## config.mk

```make
export PLATFORM = sky130hd
export DESIGN_NAME = core_scoreboard_flat
export DESIGN_NICKNAME = d
export VERILOG_FILES = /design/src/rtl/core_pkg.sv /design/src/rtl/core_scoreboard_if.sv /design/src/rtl/core_scoreboard_cnt.sv /design/src/rtl/core_scoreboard.sv /design/src/flat_wrapper.sv
export SDC_FILE = /design/constraint.sdc
export NUM_CORES = 1
export LEC_CHECK = 0
export ABC_AREA = 1
export CORE_MARGIN = 3
export CORE_UTILIZATION = 56
export CTS_BUF_LIST = sky130_fd_sc_hd__clkbuf_8
export DETAILED_ROUTE_END_ITERATION = 10
export GPL_TIMING_DRIVEN = 0
export PLACE_DENSITY = 0.78
export SLEW_MARGIN = 15
export SYNTH_ARGS = -nofsm -noshare
export SYNTH_HDL_FRONTEND = slang
export SYNTH_HIERARCHICAL = 1
export SYNTH_SLANG_ARGS = --single-unit
```

## constraint.sdc

```tcl
create_clock -name clk -period 5 [get_ports clk]
set_clock_uncertainty 0.1 [all_clocks]
set_input_delay 1 -clock clk [delete_from_list [all_inputs] [get_ports clk]]
set_output_delay 1 -clock clk [all_outputs]
set_load 0.02 [all_outputs]
```

## src/rtl/core_pkg.sv

```systemverilog
// Shared core types and constants.
// Register index type and register-file size.
package core_pkg;

  localparam int NUM_REGS  = 32;
  localparam int REG_IDX_W = $clog2(NUM_REGS);

  typedef logic [REG_IDX_W-1:0] reg_idx_t;

endpackage

```

## src/rtl/core_scoreboard_if.sv

```systemverilog
// Scoreboard bundle: issue handshake, retire/squash
// reports, flush and status outputs.
interface core_scoreboard_if;
  import core_pkg::*;

  logic        issue_valid;
  logic        issue_ready;
  reg_idx_t    issue_rs1;
  reg_idx_t    issue_rs2;
  logic        issue_rs1_used;
  logic        issue_rs2_used;
  reg_idx_t    issue_rd;
  logic        issue_rd_we;
  logic        retire_valid;
  reg_idx_t    retire_rd;
  logic        squash_valid;
  reg_idx_t    squash_rd;
  logic        flush_all;
  logic [31:0] busy;
  logic        idle;
  logic [31:0] stall_cycles;
  logic        underflow_err;

  modport master (
    output issue_valid, issue_rs1, issue_rs2,
    output issue_rs1_used, issue_rs2_used,
    output issue_rd, issue_rd_we,
    output retire_valid, retire_rd,
    output squash_valid, squash_rd,
    output flush_all,
    input  issue_ready, busy, idle,
    input  stall_cycles, underflow_err
  );

  modport slave (
    input  issue_valid, issue_rs1, issue_rs2,
    input  issue_rs1_used, issue_rs2_used,
    input  issue_rd, issue_rd_we,
    input  retire_valid, retire_rd,
    input  squash_valid, squash_rd,
    input  flush_all,
    output issue_ready, busy, idle,
    output stall_cycles, underflow_err
  );

endinterface

```

## src/rtl/core_scoreboard_cnt.sv

```systemverilog
// One register's in-flight write counter.
// Up/down with clamp at 0 and MAX_PENDING.
module core_scoreboard_cnt #(
  parameter int MAX_PENDING = 3
) (
  input  logic clk,
  input  logic rst,
  input  logic inc,
  input  logic dec_r,
  input  logic dec_s,
  input  logic clr,
  output logic nonzero,
  output logic full,
  output logic underflow
);

  localparam int CW = $clog2(MAX_PENDING + 1);

  typedef logic [CW-1:0] cnt_t;
  typedef logic [CW:0]   ext_t;

  cnt_t cnt_q;
  cnt_t cnt_d;
  ext_t up;
  ext_t dn;

  // Next count: clear wins, else add/sub with clamping.
  always_comb begin
    up        = {1'b0, cnt_q} + ext_t'(inc);
    dn        = ext_t'(dec_r) + ext_t'(dec_s);
    underflow = 1'b0;
    cnt_d     = cnt_q;
    if (clr) begin
      cnt_d = '0;
    end else if (dn > up) begin
      cnt_d     = '0;
      underflow = 1'b1;
    end else if ((up - dn) > ext_t'(MAX_PENDING)) begin
      cnt_d = cnt_t'(MAX_PENDING);
    end else begin
      cnt_d = cnt_t'(up - dn);
    end
  end

  // Count register.
  always_ff @(posedge clk or posedge rst) begin
    if (rst) cnt_q <= '0;
    else     cnt_q <= cnt_d;
  end

  assign nonzero = (cnt_q != '0);
  assign full    = (cnt_q == cnt_t'(MAX_PENDING));

endmodule

```

## src/rtl/core_scoreboard.sv

```systemverilog
// Register scoreboard and issue-stall controller.
// Gates issue on RAW hazards and per-rd saturation.
module core_scoreboard
  import core_pkg::*;
#(
  parameter int MAX_PENDING = 3
) (
  input  logic            clk,
  input  logic            rst,
  core_scoreboard_if.slave sb
);

  logic [NUM_REGS-1:0] nz;
  logic [NUM_REGS-1:0] full;
  logic [NUM_REGS-1:0] uf;
  logic                ready;
  logic                fire;
  logic                rs1_haz;
  logic                rs2_haz;
  logic                waw_sat;
  logic [31:0]         stall_q;
  logic                uf_q;

  assign nz[0]   = 1'b0;
  assign full[0] = 1'b0;
  assign uf[0]   = 1'b0;

  // Issue gating from registered counts only.
  always_comb begin
    rs1_haz = sb.issue_rs1_used
           && (sb.issue_rs1 != '0)
           && nz[sb.issue_rs1];
    rs2_haz = sb.issue_rs2_used
           && (sb.issue_rs2 != '0)
           && nz[sb.issue_rs2];
    waw_sat = sb.issue_rd_we
           && (sb.issue_rd != '0)
           && full[sb.issue_rd];
    ready   = !sb.flush_all
           && !(rs1_haz || rs2_haz || waw_sat);
  end

  assign fire = sb.issue_valid && ready;

  for (genvar i = 1; i < NUM_REGS; i++) begin : g_cnt
    core_scoreboard_cnt #(
      .MAX_PENDING(MAX_PENDING)
    ) u_cnt (
      .clk      (clk),
      .rst      (rst),
      .inc      (fire && sb.issue_rd_we
                 && (sb.issue_rd == reg_idx_t'(i))),
      .dec_r    (sb.retire_valid
                 && (sb.retire_rd == reg_idx_t'(i))),
      .dec_s    (sb.squash_valid
                 && (sb.squash_rd == reg_idx_t'(i))),
      .clr      (sb.flush_all),
      .nonzero  (nz[i]),
      .full     (full[i]),
      .underflow(uf[i])
    );
  end

  // Saturating stall counter and sticky underflow flag.
  always_ff @(posedge clk or posedge rst) begin
    if (rst) begin
      stall_q <= '0;
      uf_q    <= 1'b0;
    end else begin
      if (sb.issue_valid && !ready && (stall_q != '1))
        stall_q <= stall_q + 32'd1;
      if (|uf)
        uf_q <= 1'b1;
    end
  end

  assign sb.issue_ready   = ready;
  assign sb.busy          = nz;
  assign sb.idle          = ~|nz;
  assign sb.stall_cycles  = stall_q;
  assign sb.underflow_err = uf_q;

endmodule

```

## src/flat_wrapper.sv

```systemverilog
// flat-port wrapper written by rule: the top's interface ports become plain ports
module core_scoreboard_flat import core_pkg::*;
#(
  parameter int MAX_PENDING = 3
)
  (clk, rst, sb_issue_valid, sb_issue_rs1, sb_issue_rs2, sb_issue_rs1_used, sb_issue_rs2_used, sb_issue_rd, sb_issue_rd_we, sb_retire_valid, sb_retire_rd, sb_squash_valid, sb_squash_rd, sb_flush_all, sb_issue_ready, sb_busy, sb_idle, sb_stall_cycles, sb_underflow_err);
  core_scoreboard_if sb_i ();
  input  logic clk;
  input  logic rst;
  input wire logic [$bits(sb_i.issue_valid)-1:0] sb_issue_valid;
  input wire logic [$bits(sb_i.issue_rs1)-1:0] sb_issue_rs1;
  input wire logic [$bits(sb_i.issue_rs2)-1:0] sb_issue_rs2;
  input wire logic [$bits(sb_i.issue_rs1_used)-1:0] sb_issue_rs1_used;
  input wire logic [$bits(sb_i.issue_rs2_used)-1:0] sb_issue_rs2_used;
  input wire logic [$bits(sb_i.issue_rd)-1:0] sb_issue_rd;
  input wire logic [$bits(sb_i.issue_rd_we)-1:0] sb_issue_rd_we;
  input wire logic [$bits(sb_i.retire_valid)-1:0] sb_retire_valid;
  input wire logic [$bits(sb_i.retire_rd)-1:0] sb_retire_rd;
  input wire logic [$bits(sb_i.squash_valid)-1:0] sb_squash_valid;
  input wire logic [$bits(sb_i.squash_rd)-1:0] sb_squash_rd;
  input wire logic [$bits(sb_i.flush_all)-1:0] sb_flush_all;
  output wire logic [$bits(sb_i.issue_ready)-1:0] sb_issue_ready;
  output wire logic [$bits(sb_i.busy)-1:0] sb_busy;
  output wire logic [$bits(sb_i.idle)-1:0] sb_idle;
  output wire logic [$bits(sb_i.stall_cycles)-1:0] sb_stall_cycles;
  output wire logic [$bits(sb_i.underflow_err)-1:0] sb_underflow_err;
  assign sb_i.issue_valid = sb_issue_valid;
  assign sb_i.issue_rs1 = sb_issue_rs1;
  assign sb_i.issue_rs2 = sb_issue_rs2;
  assign sb_i.issue_rs1_used = sb_issue_rs1_used;
  assign sb_i.issue_rs2_used = sb_issue_rs2_used;
  assign sb_i.issue_rd = sb_issue_rd;
  assign sb_i.issue_rd_we = sb_issue_rd_we;
  assign sb_i.retire_valid = sb_retire_valid;
  assign sb_i.retire_rd = sb_retire_rd;
  assign sb_i.squash_valid = sb_squash_valid;
  assign sb_i.squash_rd = sb_squash_rd;
  assign sb_i.flush_all = sb_flush_all;
  assign sb_issue_ready = sb_i.issue_ready;
  assign sb_busy = sb_i.busy;
  assign sb_idle = sb_i.idle;
  assign sb_stall_cycles = sb_i.stall_cycles;
  assign sb_underflow_err = sb_i.underflow_err;
  core_scoreboard #(.MAX_PENDING(MAX_PENDING)) u_core (.clk(clk), .rst(rst), .sb(sb_i));
endmodule
```

==> results of run 1 <==
[worst max-delay path by stage]
stage	startpoint	end	depth (start not counted)
3_3_place_gp	sb_flush_all	u_core/sb.underflow_err$_DFFE_PP0P_	19
3_5_place_dp	sb_issue_rd[0]	u_core/sb.underflow_err$_DFFE_PP0P_	25
4_1_cts	sb_issue_rs1[0]	u_core/sb.underflow_err$_DFFE_PP0P_	27
2_1_floorplan	sb_issue_rd[1]	u_core/sb.underflow_err$_DFFE_PP0P_	25
6_report	sb_issue_rs2[0]	u_core/sb.underflow_err$_DFFE_PP0P_	26
5_1_grt	sb_issue_rs2[0]	u_core/sb.underflow_err$_DFFE_PP0P_	26
[stage by stage]
stage / setup WS [ns] / cell area [um^2] / util, % / instances
after floorplan: 0.817 / 11900 / - / 1844
after global placement: -1.79 / 13100 / 64.1 / 2209
after detailed placement: -0.995 / 13200 / 64.3 / 2211
after CTS: 0.0606 / 13500 / 65.7 / 2227
after global routing: 0.00794 / 13600 / 66.1 / 2233
final: 0.115 / 13600 / 66.1 / 2233
[layout by cell type, fill, tap and decap left out, types with 2 or more instances in the layout]
cell type / count
inv_1: 469
buf_1: 4
nor2_2: 15
nand3_1: 60
nor3_1: 15
nor2_1: 314
buf_2: 12
inv_2: 5
dfrtp_1: 95
clkbuf_1: 5
xor2_1: 16
clkbuf_8: 9
nor2_4: 6
o211ai_1: 7
ha_1: 125
buf_4: 11
or2_2: 31
nor4_4: 3
nand3_4: 2
o21ai_0: 4
fa_1: 62
inv_8: 3
nor4_1: 15
buf_6: 5
nand2_1: 442
dlymetal6s2s_1: 5
a21oi_1: 3
nand4_1: 47
nand2_2: 64
xnor2_1: 3
clkdlybuf4s50_1: 86
[repair_timing]
item,4_1_cts,5_1_grt
gates resized for setup,14,19
setup buffers,0,6
pin swaps,2,3
setup endpoints to repair,1,1
[cells by family (layout without fill, tap and decap cells)]
family	after synthesis	count (layout)
AND/OR/NAND/NOR	1019	1019
flip-flops	95	95
AO/OA/AOI/OAI	17	17
other	1	1
buffers and inverters	506	625
XOR/XNOR	19	19
adder cells (fa/ha/maj)	187	187
[power groups by stage]
stage | logic [mW] | registers (mW) | clock network, mW
floorplan | 0.429 | 0.879 | 0
CTS | 0.720 | 0.857 | 0.611
finish | 0.735 | 0.859 | 0.601
global placement | 0.694 | 0.871 | 0
detailed placement | 0.709 | 0.871 | 0
global route | 0.813 | 0.865 | 0.647
[flip-flops by register name, indices dropped and copies added, names as in the netlist]
name and count:
u_core/sb.stall_cycles 32, u_core/sb.underflow_err 1, u_core/g_cnt.u_cnt/cnt_q 62
[routing by layer]
layer / global-route usage (%) / wire (um) / up-vias
li1: - / - / 5667
met1: 41.2 / 14600 / 5384
met2: 47.1 / 14700 / 411
met3: 4.19 / 2340 / 72
met4: 11.3 / 1170 / 0
met5: 0 / 0 / -
[worst max-delay path, delay by kind of cell]
kind	cells	cell delay [ns]
buffers and inverters	6	1.00
AND/OR/NAND/NOR	18	2.43
adder cells (fa/ha/maj)	2	0.62
[layout make-up]
| type | instances | area, um^2 |
|---|---|---|
| multi-input cells | 1243 | 7590 |
| clock buffers | 9 | 124 |
| plain buffers | 31 | 200 |
| repair buffers | 103 | 1040 |
| inverters | 475 | 1790 |
| clock inverters | 7 | 97.6 |
| fillers | 1860 | 6940 |
| flip-flops and latches | 95 | 2380 |
| well taps | 270 | 338 |
==> impl_metrics.tcl, run 1 <==
set metrics [dict create \
    status "completed" \
    cpPeakStageDelay_ns 0.48 \
    antenna_found_initial 0 \
    critPathCaptureType "flop" \
    slew_headroom_pct 50.5 \
    synth_compound_area_share_pct 0.908 \
    synth_most_common_cell "inv_1" \
    syn-instance-count 1844 \
    area_delta_synth_final_pct 14.3 \
    ys_top_cells_by_count "inv_1, nand2_1, nor2_1, ha_1, dfrtp_1" \
    antenna_cells 0 \
    required_ns 5.18 \
    synth.distinct_cells 35 \
    final_nets 2179 \
    die_w_um 151 \
    hp-start "u_core/sb.underflow_err$_DFFE_PP0P_" \
    start_util_pct 57.8 \
    avgSynthCellArea_um2 6.43 \
    clkSlewWorstSetupHoldPaths_ns 0.11 \
    clk_latency_ns 0.41 \
    ir_drop_mv 0.122 \
    finalMaxSlewViolations 0 \
    postCtsHoldBufs 0 \
    hold_viol_final 0 \
    crit_type "input port to flop" \
    crit_path_start_kind "input port" \
    clock_sinks 95 \
    power.density_nw_per_um2 162 \
    htree_num_levels 3 \
    core_um2 20500 \
    crit_fanout 10 \
    vias 11500 \
    ys_ff_latch 95 \
    drt_iter0_markers 935 \
    p_comb_share_pct 33.5 \
    synth_warnings 6 \
    tns_ns 0 \
    synth_xor_area_share_pct 1.40 \
    p_sw_share_pct 39.2 \
    worst_r2r_path_depth 25 \
    power_leakage_nw 7.80 \
    ys_top_cells_by_area "dfrtp_1, inv_1, nand2_1" \
    overflow 0 \
    netlist_area_um2 11900 \
    post_drt_wl_per_cell_um 14.7 \
    viasPerCell 5.17 \
    synth_top_family_by_area "simple AND/OR/NAND/NOR gates" \
    synth-edff-count 0 \
    dr.pass1.iters 6 \
    drt-total-wl_um 32800 \
    syn-num-nets 2065 \
    grt_usage_pct 29.7 \
    hpwl_um 26900 \
    r2r-start "u_core/g_cnt[31].u_cnt/cnt_q[1]$_DFF_PP0_" \
    die_height_um 151 \
    grt_pass1_vias 10900 \
    whs_ns 0.430 \
    ant_nets 0 \
    seqPwrFrac_pct 39.1 \
    cap_violations 0 \
    rsz0062_at_grt "no" \
    synthAdderAreaFrac_pct 23.7 \
    cp.arrival_ns 5.07 \
    grt_max_degree 34 \
    p_sw_uw 861 \
    synth_top_area_share_pct 20.1 \
    grt_first_pass_wirelength_um 53600 \
    synth_area_leader_cell "dfrtp_1" \
    layout-drive-gt1-share_pct 9.17 \
    pwr-share-clk_pct 27.4 \
    p_total_mw 2.19 \
    worstHoldPathCells 1 \
    r2r_slack_ns 0.43 \
    clockBufferDepth 2 \
    async_reset_ff_share_pct 100 \
    synth-seq-area-share_pct 20.1 \
    layout_min_cycle_time_ns 4.89 \
    worstMarginPinSlew_ns 0.741 \
    r2r-end "u_core/sb.underflow_err$_DFFE_PP0P_" \
    synth.area.mux_share_pct 0 \
    intPower_mw 1.33 \
    slowest_stage "nor4_4" \
    route.detailed.drc 0 \
    whs_endpoint "u_core/sb.underflow_err$_DFFE_PP0P_" \
    rows 52 \
    io_buffer_count 95 \
    crit_top_cell "nand2_1" \
    cts_root_buf "clkbuf_8" \
    ys.flop_type "dfrtp_1" \
    synth-simple-area-share_pct 37.3 \
    hold_class "flop to flop" \
    setup_viol 0 \
    numCtsBuffers 9 \
    fin_crit_sh_pct 97.7 \
    cts_tree "built" \
    globalplace.congestion 0.975 \
    ios 101 \
    clock.fmax_mhz 205 \
    die-area_um2 22900 \
]
Power figures use the tool's default switching activity.
==> run 2, diff against run 1 <==
--- a/config.mk
+++ b/config.mk
@@ -5,13 +5,13 @@
 export SDC_FILE = /design/constraint.sdc
 export NUM_CORES = 1
 export LEC_CHECK = 0
-export ABC_AREA = 1
+export ABC_CLOCK_PERIOD_IN_PS = 5000
 export CORE_MARGIN = 3
 export CORE_UTILIZATION = 56
 export CTS_BUF_LIST = sky130_fd_sc_hd__clkbuf_8
 export DETAILED_ROUTE_END_ITERATION = 10
 export GPL_TIMING_DRIVEN = 0
-export PLACE_DENSITY = 0.78
+export PLACE_DENSITY = 0.79
 export SLEW_MARGIN = 15
 export SYNTH_ARGS = -nofsm -noshare
 export SYNTH_HDL_FRONTEND = slang
==> impl_metrics.tcl, run 2 <==
set metrics [dict create \
    status "complete, but fails checks" \
    violations "setup timing" \
    worstMarginPinSlew_ns 0.974 \
    globalplace.congestion 0.989 \
    grt_usage_pct 28.1 \
    ys_top_cells_by_count "inv_1, ha_1, dfrtp_1, nor2_1, a211oi_1" \
    hold_class "flop to flop" \
    place_ws_ns -1.41 \
    ir_drop_mv 0.277 \
    syn-num-nets 1274 \
    antenna_found_initial 1 \
    hold_viol_final 0 \
    largest_reg_flops 62 \
    setup_ws_ns -0.223 \
    post_drt_wl_per_cell_um 19.4 \
    numCtsBuffers 9 \
    clockBufferDepth 2 \
    final_common_cell "inv_1" \
    synth-seq-area-share_pct 23.8 \
    rsz0062_at_grt "yes" \
    final_cells 1404 \
    regArea_um2 2380 \
    clk_latency_ns 0.41 \
    vias 8416 \
    power_leakage_nw 5.26 \
    io_buffer_count 87 \
    clkSlewWorstSetupHoldPaths_ns 0.12 \
    cts_root_buf "clkbuf_8" \
    synth.distinct_cells 57 \
    syn-instance-count 1053 \
    grt_pass1_vias 8480 \
    final_cell_mix "inv_1, ha_1, dfrtp_1" \
    whs_ns 0.415 \
    dr.pass1.iters 5 \
    numPlacedInstances 1367 \
    drt-total-wl_um 27200 \
    grt_max_degree 70 \
    power.density_nw_per_um2 194 \
    netlist_area_um2 9970 \
    ys_top_cells_by_area "dfrtp_1, ha_1, fa_1" \
    synth-edff-count 0 \
    setup_viol 1 \
    crit_path_start_kind "input port" \
    overflow 0 \
    hpwl_um 21100 \
    layout_min_cycle_time_ns 5.22 \
    die_w_um 139 \
    finalMaxSlewViolations 0 \
    postCtsHoldBufs 0 \
    cp.arrival_ns 5.43 \
    synth_top_area_share_pct 23.8 \
    cap_violations 0 \
    slew_headroom_pct 35.0 \
    cts_tree "built" \
    crit_fanout 5 \
    area_delta_synth_final_pct 19.6 \
    synth_most_common_cell "inv_1" \
    ant_nets 0 \
    grt_first_pass_wirelength_um 43600 \
    multiInputGateArea_um2 7110 \
    clock.fmax_mhz 191 \
    die-area_um2 19400 \
    required_ns 5.21 \
    fin_crit_sh_pct 104 \
    route.detailed.drc 0 \
    crit_type "input port to flop" \
    rows 48 \
    core_um2 17400 \
    layout-drive-gt1-share_pct 14.4 \
    fillers 1361 \
    ys_ff_latch 95 \
    clock_sinks 95 \
    htree_num_levels 3 \
    drt_iter0_markers 729 \
    ios 101 \
    start_util_pct 57.4 \
    final_nets 1394 \
    fin_util_pct 68.7 \
    regMostFlops "u_core/g_cnt.u_cnt/cnt_q" \
    synth_area_leader_cell "dfrtp_1" \
    ys.flop_type "dfrtp_1" \
    viasPerCell 5.99 \
    synth_warnings 6 \
    avgSynthCellArea_um2 9.47 \
    critPathCaptureType "flop" \
    async_reset_ff_share_pct 100 \
    die_height_um 139 \
]
run 2: layout make-up:
class | count | area share, %
diodes | 1 | 0.0210
well taps | 225 | 2.36
clock buffers | 10 | 1.15
flip-flops and latches | 95 | 19.9
inverters | 173 | 5.45
multi-input cells | 755 | 59.7
plain buffers | 27 | 1.53
clock inverters | 6 | 0.661
repair buffers | 112 | 9.22
run 2: kinds of logic after synthesis:
logic type,share of synthesized area [%]
simple gates,19.3
buf+inv,8.23
fa+ha+maj,28.1
compound gates,9.41
flops,23.8
xor+xnor,5.45
mux,5.60
other cells,0.0376
run 2: power breakdown:
part / internal (mW) / switching (mW) / leakage [nW]
logic: 0.357 / 0.443 / 3.90
clock network: 0.258 / 0.333 / 0.112
registers: 0.839 / 0.0887 / 1.25
total: 1.45 / 0.865 / 5.26
run 2: stage by stage:
step,cell area [um^2],power [mW],TNS (ns)
final,11900,2.32,-0.223
after global routing,11900,2.43,-0.311
after CTS,11800,2.31,-0.136
after detailed placement,11200,1.69,-28.87
after global placement,11200,1.66,-163.57
after floorplan,10000,1.37,-0.0981
run 2: what timing repair did:
item,4_1_cts,5_1_grt
gates cloned,0,0
pin swaps,38,21
buffers inserted,20,3
endpoints found under the hold margin,0,0
endpoints found under the setup margin,44,1
resized for setup,73,31
run 2: critical path, stage by stage:
cell	delay, ns
clkdlybuf4s50_1	0.55
or3_4	0.43
o21a_1	0.19
nor2_1	0.14
a211oi_2	0.07
or4_4	0.46
buf_6	0.15
or2_4	0.28
nor3_4	0.15
ha_2	0.21
inv_1	0.05
fa_1	0.45
o31a_1	0.27
nor2b_1	0.14
nor4_2	0.39
nand4_1	0.22
or2_4	0.27
run 2: per-layer routing:
| metal | up-vias | GRT usage [%] | part of all wire, % |
|---|---|---|---|
| met4 | 2 | 9.53 | 2.5 |
| met1 | 4093 | 38.3 | 42 |
| li1 | 3881 | - | - |
| met5 | - | 0 | 0.048 |
| met3 | 60 | 6.32 | 8.1 |
| met2 | 380 | 44.5 | 47 |
run 2: path summary, 6_finish.rpt:
check / start / to / slack [ns] / depth (start not counted)
worst max-delay path: sb_issue_rd[4] / u_core/sb.underflow_err$_DFFE_PP0P_ / -0.22 / 17
worst min-delay path: u_core/sb.stall_cycles[24]$_DFFE_PP0P_ / u_core/sb.stall_cycles[24]$_DFFE_PP0P_ / 0.41 / 1
worst max register to register: u_core/g_cnt[13].u_cnt/cnt_q[1]$_DFF_PP0_ / u_core/sb.underflow_err$_DFFE_PP0P_ / -0.15 / 17
worst min register to register: u_core/sb.stall_cycles[24]$_DFFE_PP0P_ / u_core/sb.stall_cycles[24]$_DFFE_PP0P_ / 0.41 / 1
max in group asynchronous: rst / u_core/sb.stall_cycles[18]$_DFFE_PP0P_ / 3.38 / 3
min in group asynchronous: rst / u_core/g_cnt[2].u_cnt/cnt_q[0]$_DFF_PP0_ / 0.47 / 2
